==> src/rtl/timer_ctrl_if.sv <==
// Register-decode and counter-side signal bundle for timer_ctrl.
// master: APB decode / counter side; slave: timer_ctrl.
interface timer_ctrl_if;
  logic       tcr_wr;
  logic [7:0] tcr_wdata;
  logic [1:0] tsr_clr;
  logic [7:0] cnt;
  logic [7:0] last_cnt;
  logic [7:0] tcr_rdata;
  logic       load;
  logic       en;
  logic       ud;
  logic       count_enable;
  logic       ovf_flag;
  logic       udf_flag;
  logic       irq;

  modport master (
    output tcr_wr, tcr_wdata, tsr_clr, cnt, last_cnt,
    input  tcr_rdata, load, en, ud, count_enable, ovf_flag, udf_flag, irq
  );

  modport slave (
    input  tcr_wr, tcr_wdata, tsr_clr, cnt, last_cnt,
    output tcr_rdata, load, en, ud, count_enable, ovf_flag, udf_flag, irq
  );
endinterface

==> src/rtl/timer_ctrl.sv <==
// Timer control: TCR, load/run sequencing, prescaled count tick and
// sticky overflow/underflow status with registered interrupt request.
//
// state | meaning
// IDLE  | counter stopped, prescaler held at 0
// LOAD  | one-cycle load pulse to the counter
// RUN   | counter enabled, prescaler free-running
module timer_ctrl #(
  parameter int PSC_W = 3
) (
  input logic         clk_in,
  input logic         presetn,
  timer_ctrl_if.slave bus
);

  typedef enum logic [1:0] {
    IDLE = 2'd0,
    LOAD = 2'd1,
    RUN  = 2'd2
  } state_t;

  state_t           state_q, state_d;
  logic [7:0]       tcr_q, tcr_d;
  logic [PSC_W-1:0] psc_q, psc_d;
  logic [PSC_W-1:0] psc_mask;
  logic             load_q, load_dly_q;
  logic             en_q;
  logic             ovf_q, ovf_d;
  logic             udf_q, udf_d;
  logic             irq_q, irq_d;
  logic             en_next;
  logic             ld_req;
  logic             det_mask;
  logic             ovf_det, udf_det;

  // Bit7 (load request) and bit2 (reserved) are never stored.
  always_comb begin
    tcr_d = tcr_q;
    if (bus.tcr_wr) tcr_d = bus.tcr_wdata & 8'h7B;
  end

  assign en_next = tcr_d[4];
  assign ld_req  = bus.tcr_wr & bus.tcr_wdata[7];

  always_comb begin
    state_d = state_q;
    case (state_q)
      IDLE: begin
        if (ld_req)                           state_d = LOAD;
        else if (bus.tcr_wr && bus.tcr_wdata[4]) state_d = RUN;
      end
      LOAD:    state_d = en_next ? RUN : IDLE;
      RUN: begin
        if (ld_req)        state_d = LOAD;
        else if (!en_next) state_d = IDLE;
      end
      default: state_d = IDLE;
    endcase
  end

  always_comb begin
    psc_d = '0;
    if (state_q == RUN) psc_d = psc_q + PSC_W'(1);
  end

  always_comb begin
    case (tcr_q[1:0])
      2'b00:   psc_mask = PSC_W'(0);
      2'b01:   psc_mask = PSC_W'(1);
      2'b10:   psc_mask = PSC_W'(3);
      default: psc_mask = PSC_W'(7);
    endcase
  end

  // Loading 00/FF makes cnt/last_cnt look like a wrap for the load cycle and the one after.
  assign det_mask = load_q | load_dly_q;
  assign ovf_det  = !tcr_q[5] && (bus.last_cnt == 8'hFF) && (bus.cnt == 8'h00) && !det_mask;
  assign udf_det  =  tcr_q[5] && (bus.last_cnt == 8'h00) && (bus.cnt == 8'hFF) && !det_mask;

  always_comb begin
    ovf_d = ovf_det | (ovf_q & ~bus.tsr_clr[0]);
    udf_d = udf_det | (udf_q & ~bus.tsr_clr[1]);
    irq_d = (ovf_q & tcr_q[3]) | (udf_q & tcr_q[6]);
  end

  always_ff @(posedge clk_in or negedge presetn) begin
    if (!presetn) begin
      state_q    <= IDLE;
      tcr_q      <= 8'h00;
      psc_q      <= '0;
      load_q     <= 1'b0;
      load_dly_q <= 1'b0;
      en_q       <= 1'b0;
      ovf_q      <= 1'b0;
      udf_q      <= 1'b0;
      irq_q      <= 1'b0;
    end else begin
      state_q    <= state_d;
      tcr_q      <= tcr_d;
      psc_q      <= psc_d;
      load_q     <= (state_d == LOAD);
      load_dly_q <= load_q;
      en_q       <= (state_d == RUN) & tcr_d[4];
      ovf_q      <= ovf_d;
      udf_q      <= udf_d;
      irq_q      <= irq_d;
    end
  end

  assign bus.tcr_rdata    = tcr_q;
  assign bus.load         = load_q;
  assign bus.en           = en_q;
  assign bus.ud           = tcr_q[5];
  assign bus.count_enable = (state_q == RUN) && ((psc_q & psc_mask) == psc_mask);
  assign bus.ovf_flag     = ovf_q;
  assign bus.udf_flag     = udf_q;
  assign bus.irq          = irq_q;

endmodule

==> src/flat_wrapper.sv <==
// flat-port wrapper written by rule: the top's interface ports become plain ports
module timer_ctrl_flat 
#(
  parameter int PSC_W = 3
)
  (clk_in, presetn, bus_tcr_wr, bus_tcr_wdata, bus_tsr_clr, bus_cnt, bus_last_cnt, bus_tcr_rdata, bus_load, bus_en, bus_ud, bus_count_enable, bus_ovf_flag, bus_udf_flag, bus_irq);
  timer_ctrl_if bus_i ();
  input logic clk_in;
  input logic presetn;
  input wire logic [$bits(bus_i.tcr_wr)-1:0] bus_tcr_wr;
  input wire logic [$bits(bus_i.tcr_wdata)-1:0] bus_tcr_wdata;
  input wire logic [$bits(bus_i.tsr_clr)-1:0] bus_tsr_clr;
  input wire logic [$bits(bus_i.cnt)-1:0] bus_cnt;
  input wire logic [$bits(bus_i.last_cnt)-1:0] bus_last_cnt;
  output wire logic [$bits(bus_i.tcr_rdata)-1:0] bus_tcr_rdata;
  output wire logic [$bits(bus_i.load)-1:0] bus_load;
  output wire logic [$bits(bus_i.en)-1:0] bus_en;
  output wire logic [$bits(bus_i.ud)-1:0] bus_ud;
  output wire logic [$bits(bus_i.count_enable)-1:0] bus_count_enable;
  output wire logic [$bits(bus_i.ovf_flag)-1:0] bus_ovf_flag;
  output wire logic [$bits(bus_i.udf_flag)-1:0] bus_udf_flag;
  output wire logic [$bits(bus_i.irq)-1:0] bus_irq;
  assign bus_i.tcr_wr = bus_tcr_wr;
  assign bus_i.tcr_wdata = bus_tcr_wdata;
  assign bus_i.tsr_clr = bus_tsr_clr;
  assign bus_i.cnt = bus_cnt;
  assign bus_i.last_cnt = bus_last_cnt;
  assign bus_tcr_rdata = bus_i.tcr_rdata;
  assign bus_load = bus_i.load;
  assign bus_en = bus_i.en;
  assign bus_ud = bus_i.ud;
  assign bus_count_enable = bus_i.count_enable;
  assign bus_ovf_flag = bus_i.ovf_flag;
  assign bus_udf_flag = bus_i.udf_flag;
  assign bus_irq = bus_i.irq;
  timer_ctrl #(.PSC_W(PSC_W)) u_core (.clk_in(clk_in), .presetn(presetn), .bus(bus_i));
endmodule
==> config.mk <==
export PLATFORM = sky130hd
export DESIGN_NAME = timer_ctrl_flat
export DESIGN_NICKNAME = d
export VERILOG_FILES = /design/src/rtl/timer_ctrl_if.sv /design/src/rtl/timer_ctrl.sv /design/src/flat_wrapper.sv
export SDC_FILE = /design/constraint.sdc
export NUM_CORES = 1
export LEC_CHECK = 0
export BUFFER_PORTS_ARGS = -buffer_cell sky130_fd_sc_hd__buf_2
export CAP_MARGIN = 10
export CORE_UTILIZATION = 37
export CTS_CLUSTER_DIAMETER = 50
export DETAILED_ROUTE_END_ITERATION = 10
export PLACE_DENSITY_LB_ADDON = 0.3
export SLEW_MARGIN = 20
export SYNTH_ARGS = -nofsm -noshare
export SYNTH_HDL_FRONTEND = slang
export SYNTH_SLANG_ARGS = --single-unit
==> constraint.sdc <==
create_clock -name clk_in -period 1.16 [get_ports clk_in]
set_input_delay 0.232 -clock clk_in [delete_from_list [all_inputs] [get_ports clk_in]]
set_output_delay 0.232 -clock clk_in [all_outputs]
set_load 0.05 [all_outputs]
# Word-level counts from Yosys, hierarchy flattened
# Cells that the tools add are included.
# word_totals
out_inout_bits	15
ram_bits	0
rom_bits	0
in_bits	29
wordCells	56
latch_bits	0
mem_count	0
ff_bits	17
# op_classes
eq_ne	9
mul	0
magnitude_cmp	0
shifts	0
muxes	9
addsub	1
div	0
bitwise_logic	13
n_reduce_logical	14
# op_table
cell	count
$eq 8x8->1 const B	2
$logic_not 8->1	2
$mux 2	5
$pmux 3 s3	1
$logic_and 1x1->1	8
$and 1x1->1	6
$eq 2x1->1 const B	3
$eq 2x2->1 const B	3
$pmux 2 s3	1
$mux 5	1
$logic_not 2->1	2
$or 1x1->1	4
$add 3x1->3 const B	1
$and 3x3->3	1
$eq 3x3->1	1
$mux 3	1
$logic_not 1->1	2
$not 1->1	2

# Longest topological paths before layout
# logic_depth
ltp_word	6
depth_mapped	4
ltp_nobuf	3

# Worst setup path before layout
# Ideal clock, no wire load.
# synth_timing
path_kind	register to output
start	reg u_core.tcr_q[0], in the netlist u_core.bus.tcr_rdata[0]
end	out bus_count_enable
t_required_ns	0.928
slack_ns	-1.049
path_buffers	0
arrival_ns	1.977
path_stages_with_launch	4
cell_sequence	dfrtp_1 -> inv_1 -> o21ai_0 -> a211oi_1
# synth_between
elab_chain_cells	5
word_cells_on_any_way	7
cone_classes	eq/ne: 3; mux: 1; bitwise: 1; reduce/logical: 2
# synth_lines
element	line	text
start, declared	timer_ctrl.sv:23	logic [7:0] tcr_q, tcr_d;
start signal, assigned	timer_ctrl.sv:99	tcr_q <= tcr_d;
$eq 2x2->1 (tied with other cells)	timer_ctrl.sv:67	case (tcr_q[1:0])
$pmux 3 s3 *	timer_ctrl.sv:67	
$and 3x3->3	timer_ctrl.sv:114	assign bus.count_enable = (state_q == RUN) && ((psc_q & psc_mask) == psc_mask);
$eq 3x3->1 *	timer_ctrl.sv:114	
$logic_and 1x1->1 *	timer_ctrl.sv:114	
end, declared	flat_wrapper.sv:19	output wire logic [$bits(bus_i.count_enable)-1:0] bus_count_enable;
# Every way passes the cells marked *; elsewhere a longest branch is shown, timed or not.

# Final worst setup path
# layout_timing
start	reg u_core.tcr_q[1], in the netlist u_core.bus.tcr_rdata[1]
end	out bus_count_enable
# The elaborated chain is that of the path after synthesis.

==> impl_metrics.csv <==
group,metric,value,unit
synth,synth_top_area_share,0.564,
critical_path,critPathSlowestCell,"dfrtp_2",
critical_path,critical_path.max_fanout,3,
sta,rsz0062_at_grt,"true",
synth,synth-main-ff-cell,"dfrtp_1",
synth,synth_top_family_by_area,"simple AND/OR/NAND/NOR gates",
critical_path,path_depth,4,
floorplanning,num_rows,15,
grt,grt_use_total,0.175,
clocking,clkSlewWorstSetupHoldPaths,0.09,ns
route,drtIter0Drc,15,
clocking,cts_buffers,3,
run_status,violations,"setup timing",
critical_path,crit_path_frequent_cell,"nor2_1",
critical_path,critical_path.top_delay_family,"flip-flops",
critical_path,path_class,"reg2out",
floorplanning,coreArea,1820,sq um
power,power_frac_clock,0.224,
sta,hold_violations,0,
power,power.density,1130,nW/um^2
synth,synth_most_common_cell,"dfrtp_1",
route,first_pass_iters,6,
sta,layout_setup_ws,-0.298,ns
synth,postSynthCellCount,69,
synth,synth_compound_area_frac,0.104,
synth,synth_area_per_cell,10.9,sq um
floorplanning,io-pin-count,44,
synth,synth-adder-area-share,0.0166,
job,drv_cap,0,
synth,muxShareOfSynthArea,0.0597,
clocking,h-tree-depth,1,
sta,max_freq,686,MHz
critical_path,cp-end-kind,"output pin",
floorplanning,die_h,47.2,microns
layout,multi_input_area,325,sq um
grt,grt_overflow,0,
place,dpl_cell_area,1040,sq um
layout,fin_nets,154,
sta,final.min_clock_period,1.46,ns
critical_path,reg2reg_slack,-0.06,ns
place,port-buffer-count,40,
synth,synth_seq_cells,17,
power,p_total,1.35,mW
route,wl_per_cell,11.3,microns
layout,drive_above_1_share,0.577,
sta,slew_violations,0,
critical_path,max_stage_delay,0.44,ns
floorplanning,die-width,47.2,microns
power,p_int,0.925,mW
critical_path,worstPathRequired,0.93,ns
synth,synth_top_cell_by_area,"dfrtp_1",
power,switchingPower,0.423,mW
layout,fillers,152,
route,post_drt_via_cell_ratio,4.70,
run_status,outcome,"finished with violations",
route,num_vias,696,
route,top_layer,"met4",
synth,yosys.area_share.simple,0.182,
route,wirelength,1.67,mm
grt,grt_pass1_vias,590,
route,drc_errors,0,
sta,period_share,1.26,
place,hpwlAfterDp,1.24,mm
power,p_comb_frac,0.288,
grt,grt_first_pass_wirelength,2.52,mm
clocking,cts.sinks,17,
synth,synth_xor_area_frac,0.0116,
power,p_leak,0.601,nW
sta,setup-tns-final,-0.539,ns
place,gp_congestion,0.680,
critical_path,path_cells,"nor2_1 > nor2_1 > a211oi_4 > buf_6",
clocking,clkLatencyLatePin,0.28,ns
synth,yosysUniqueCellTypes,23,
worst_hold_path,whs_path_depth,2,
synth,synth_edf_count,0,
floorplanning,initial_core_util,0.414,
critical_path,reg2reg_depth,3,
route,dr_wl_met2,899,microns
clocking,tritoncts,"yes",
critical_path,start_kind,"flip-flop",
synth,syn_area,754,sq um
synth,synthTopCellsByCount,"dfrtp_1, nor2_1",
sta,clock_skew,0.00528,ns
clocking,cts_buffer_depth,2,
worst_hold_path,min_path_type,"in2reg",
power,power_frac_seq,0.488,
synth,yosysSeqAreaShare,0.564,
critical_path,path_buf_inv,1,
critical_path,crit_arrival,1.23,ns
power,swShare,0.314,
route,ant_nets,0,
grt,antenna_found_initial,0,
route,wl_met1,696,microns
layout,area_growth,57.7,%
floorplanning,dieArea,2220,sq um
layout,finish.instance_area,1190,sq um
layout,antenna_cells,0,
sta,setup_viol,6,
synth,ys.warnings.count,0,
layout,area.sequential,429,sq um
synth,synth_area_leaders,"dfrtp_1, mux2_2, nor2_1, a22o_1, buf_4",
grt,grt_max_degree,18,
power,ir_drop,1100,uV
synth,async_flop_share,1.00,
route,wl_met3,61,microns
clocking,cts-root-buf,"clkbuf_4",
metrics by stage:
step                utilization  hold slack, ns  setup WS, ns  std cells
floorplan                     -         -0.0636        -0.298         70
global placement          0.570           0.167        -0.102        139
detailed placement        0.570           0.167        -0.125        139
CTS                       0.628           0.122        -0.320        144
global route              0.654           0.115        -0.364        148
finish                    0.654           0.136        -0.298        148
logic make-up after synthesis:
group,Yosys count
AO/OA/AOI/OAI,10
XOR/XNOR,1
adder cells (fa/ha/maj),1
buffers and inverters,8
flip-flops,17
multiplexers,4
other,1
AND/OR/NAND/NOR,27
area by class of cell:
cell class,count,share of cell area
flip-flops and latches,17,0.361
repair buffers,53,0.305
multi-input cells,45,0.273
well taps,25,0.0263
clock buffers,4,0.0221
inverters,4,0.0126
worst register-to-register path, stage by stage (launching register included):
cell,delay [ns]
dfrtp_2,0.39
nand2_1,0.06
or4_4,0.47
o32ai_2,0.20
layout by cell type, fill, tap and decap left out, types with 2 or more instances in the layout:
master and instances:
a22o_1 3, buf_4 14, buf_6 6, mux2_2 4, inv_1 3, buf_8 2, nor4_1 2, dfrtp_2 3
buf_2 30, nand2_1 3, clkbuf_4 3, and3_1 3, conb_1 2, nand4_1 3, nand3_1 3, o21ai_0 3
dfrtp_1 14, nor2_1 6, nor2_2 2
worst paths after layout:
check	startpoint	endpoint
min reg2reg	u_core.bus.load$_DFF_PN0_	u_core.load_dly_q$_DFF_PN0_
max reg2reg	u_core.bus.tcr_rdata[5]$_DFFE_PN0P_	u_core.bus.udf_flag$_DFF_PN0_
max	u_core.bus.tcr_rdata[1]$_DFFE_PN0P_	bus_count_enable
max in group asynchronous	presetn	u_core.bus.tcr_rdata[5]$_DFFE_PN0P_
min	bus_tsr_clr[1]	u_core.bus.udf_flag$_DFF_PN0_
min in group asynchronous	presetn	u_core.bus.tcr_rdata[4]$_DFF_PN0_
flip-flops by register name (all words and copies together) (netlist names):
name                  cells
u_core.state_q            2
u_core.load_dly_q         1
u_core.bus.load           1
u_core.bus.udf_flag       1
u_core.bus.ovf_flag       1
u_core.bus.irq            1
u_core.bus.en             1
u_core.bus.tcr_rdata      6
u_core.psc_q              3
routing by layer:
metal | GRT usage | vias to the layer above
met2 | 0.281 | 24
li1 | - | 349
met1 | 0.213 | 321
met3 | 0.0577 | 2
met4 | 0.0857 | 0
met5 | 0 | -
power by group through the flow:
stage	Sequential [mW]	Clock, mW	Combinational (mW)
6_report	0.658	0.303	0.388
4_1_cts	0.658	0.319	0.370
2_1_floorplan	0.758	0	0.110
5_1_grt	0.662	0.357	0.414
3_5_place_dp	0.667	0	0.329
3_3_place_gp	0.665	0	0.323
timing repair:
action / CTS / global route
gates resized for setup: 21 / 5
pin swaps: 5 / 0
buffers inserted: 0 / 4
endpoints found under the setup margin: 13 / 13
hold buffers: 1 / 0
endpoints found under the hold margin: 17 / 0
Power figures use the tool's default switching activity.
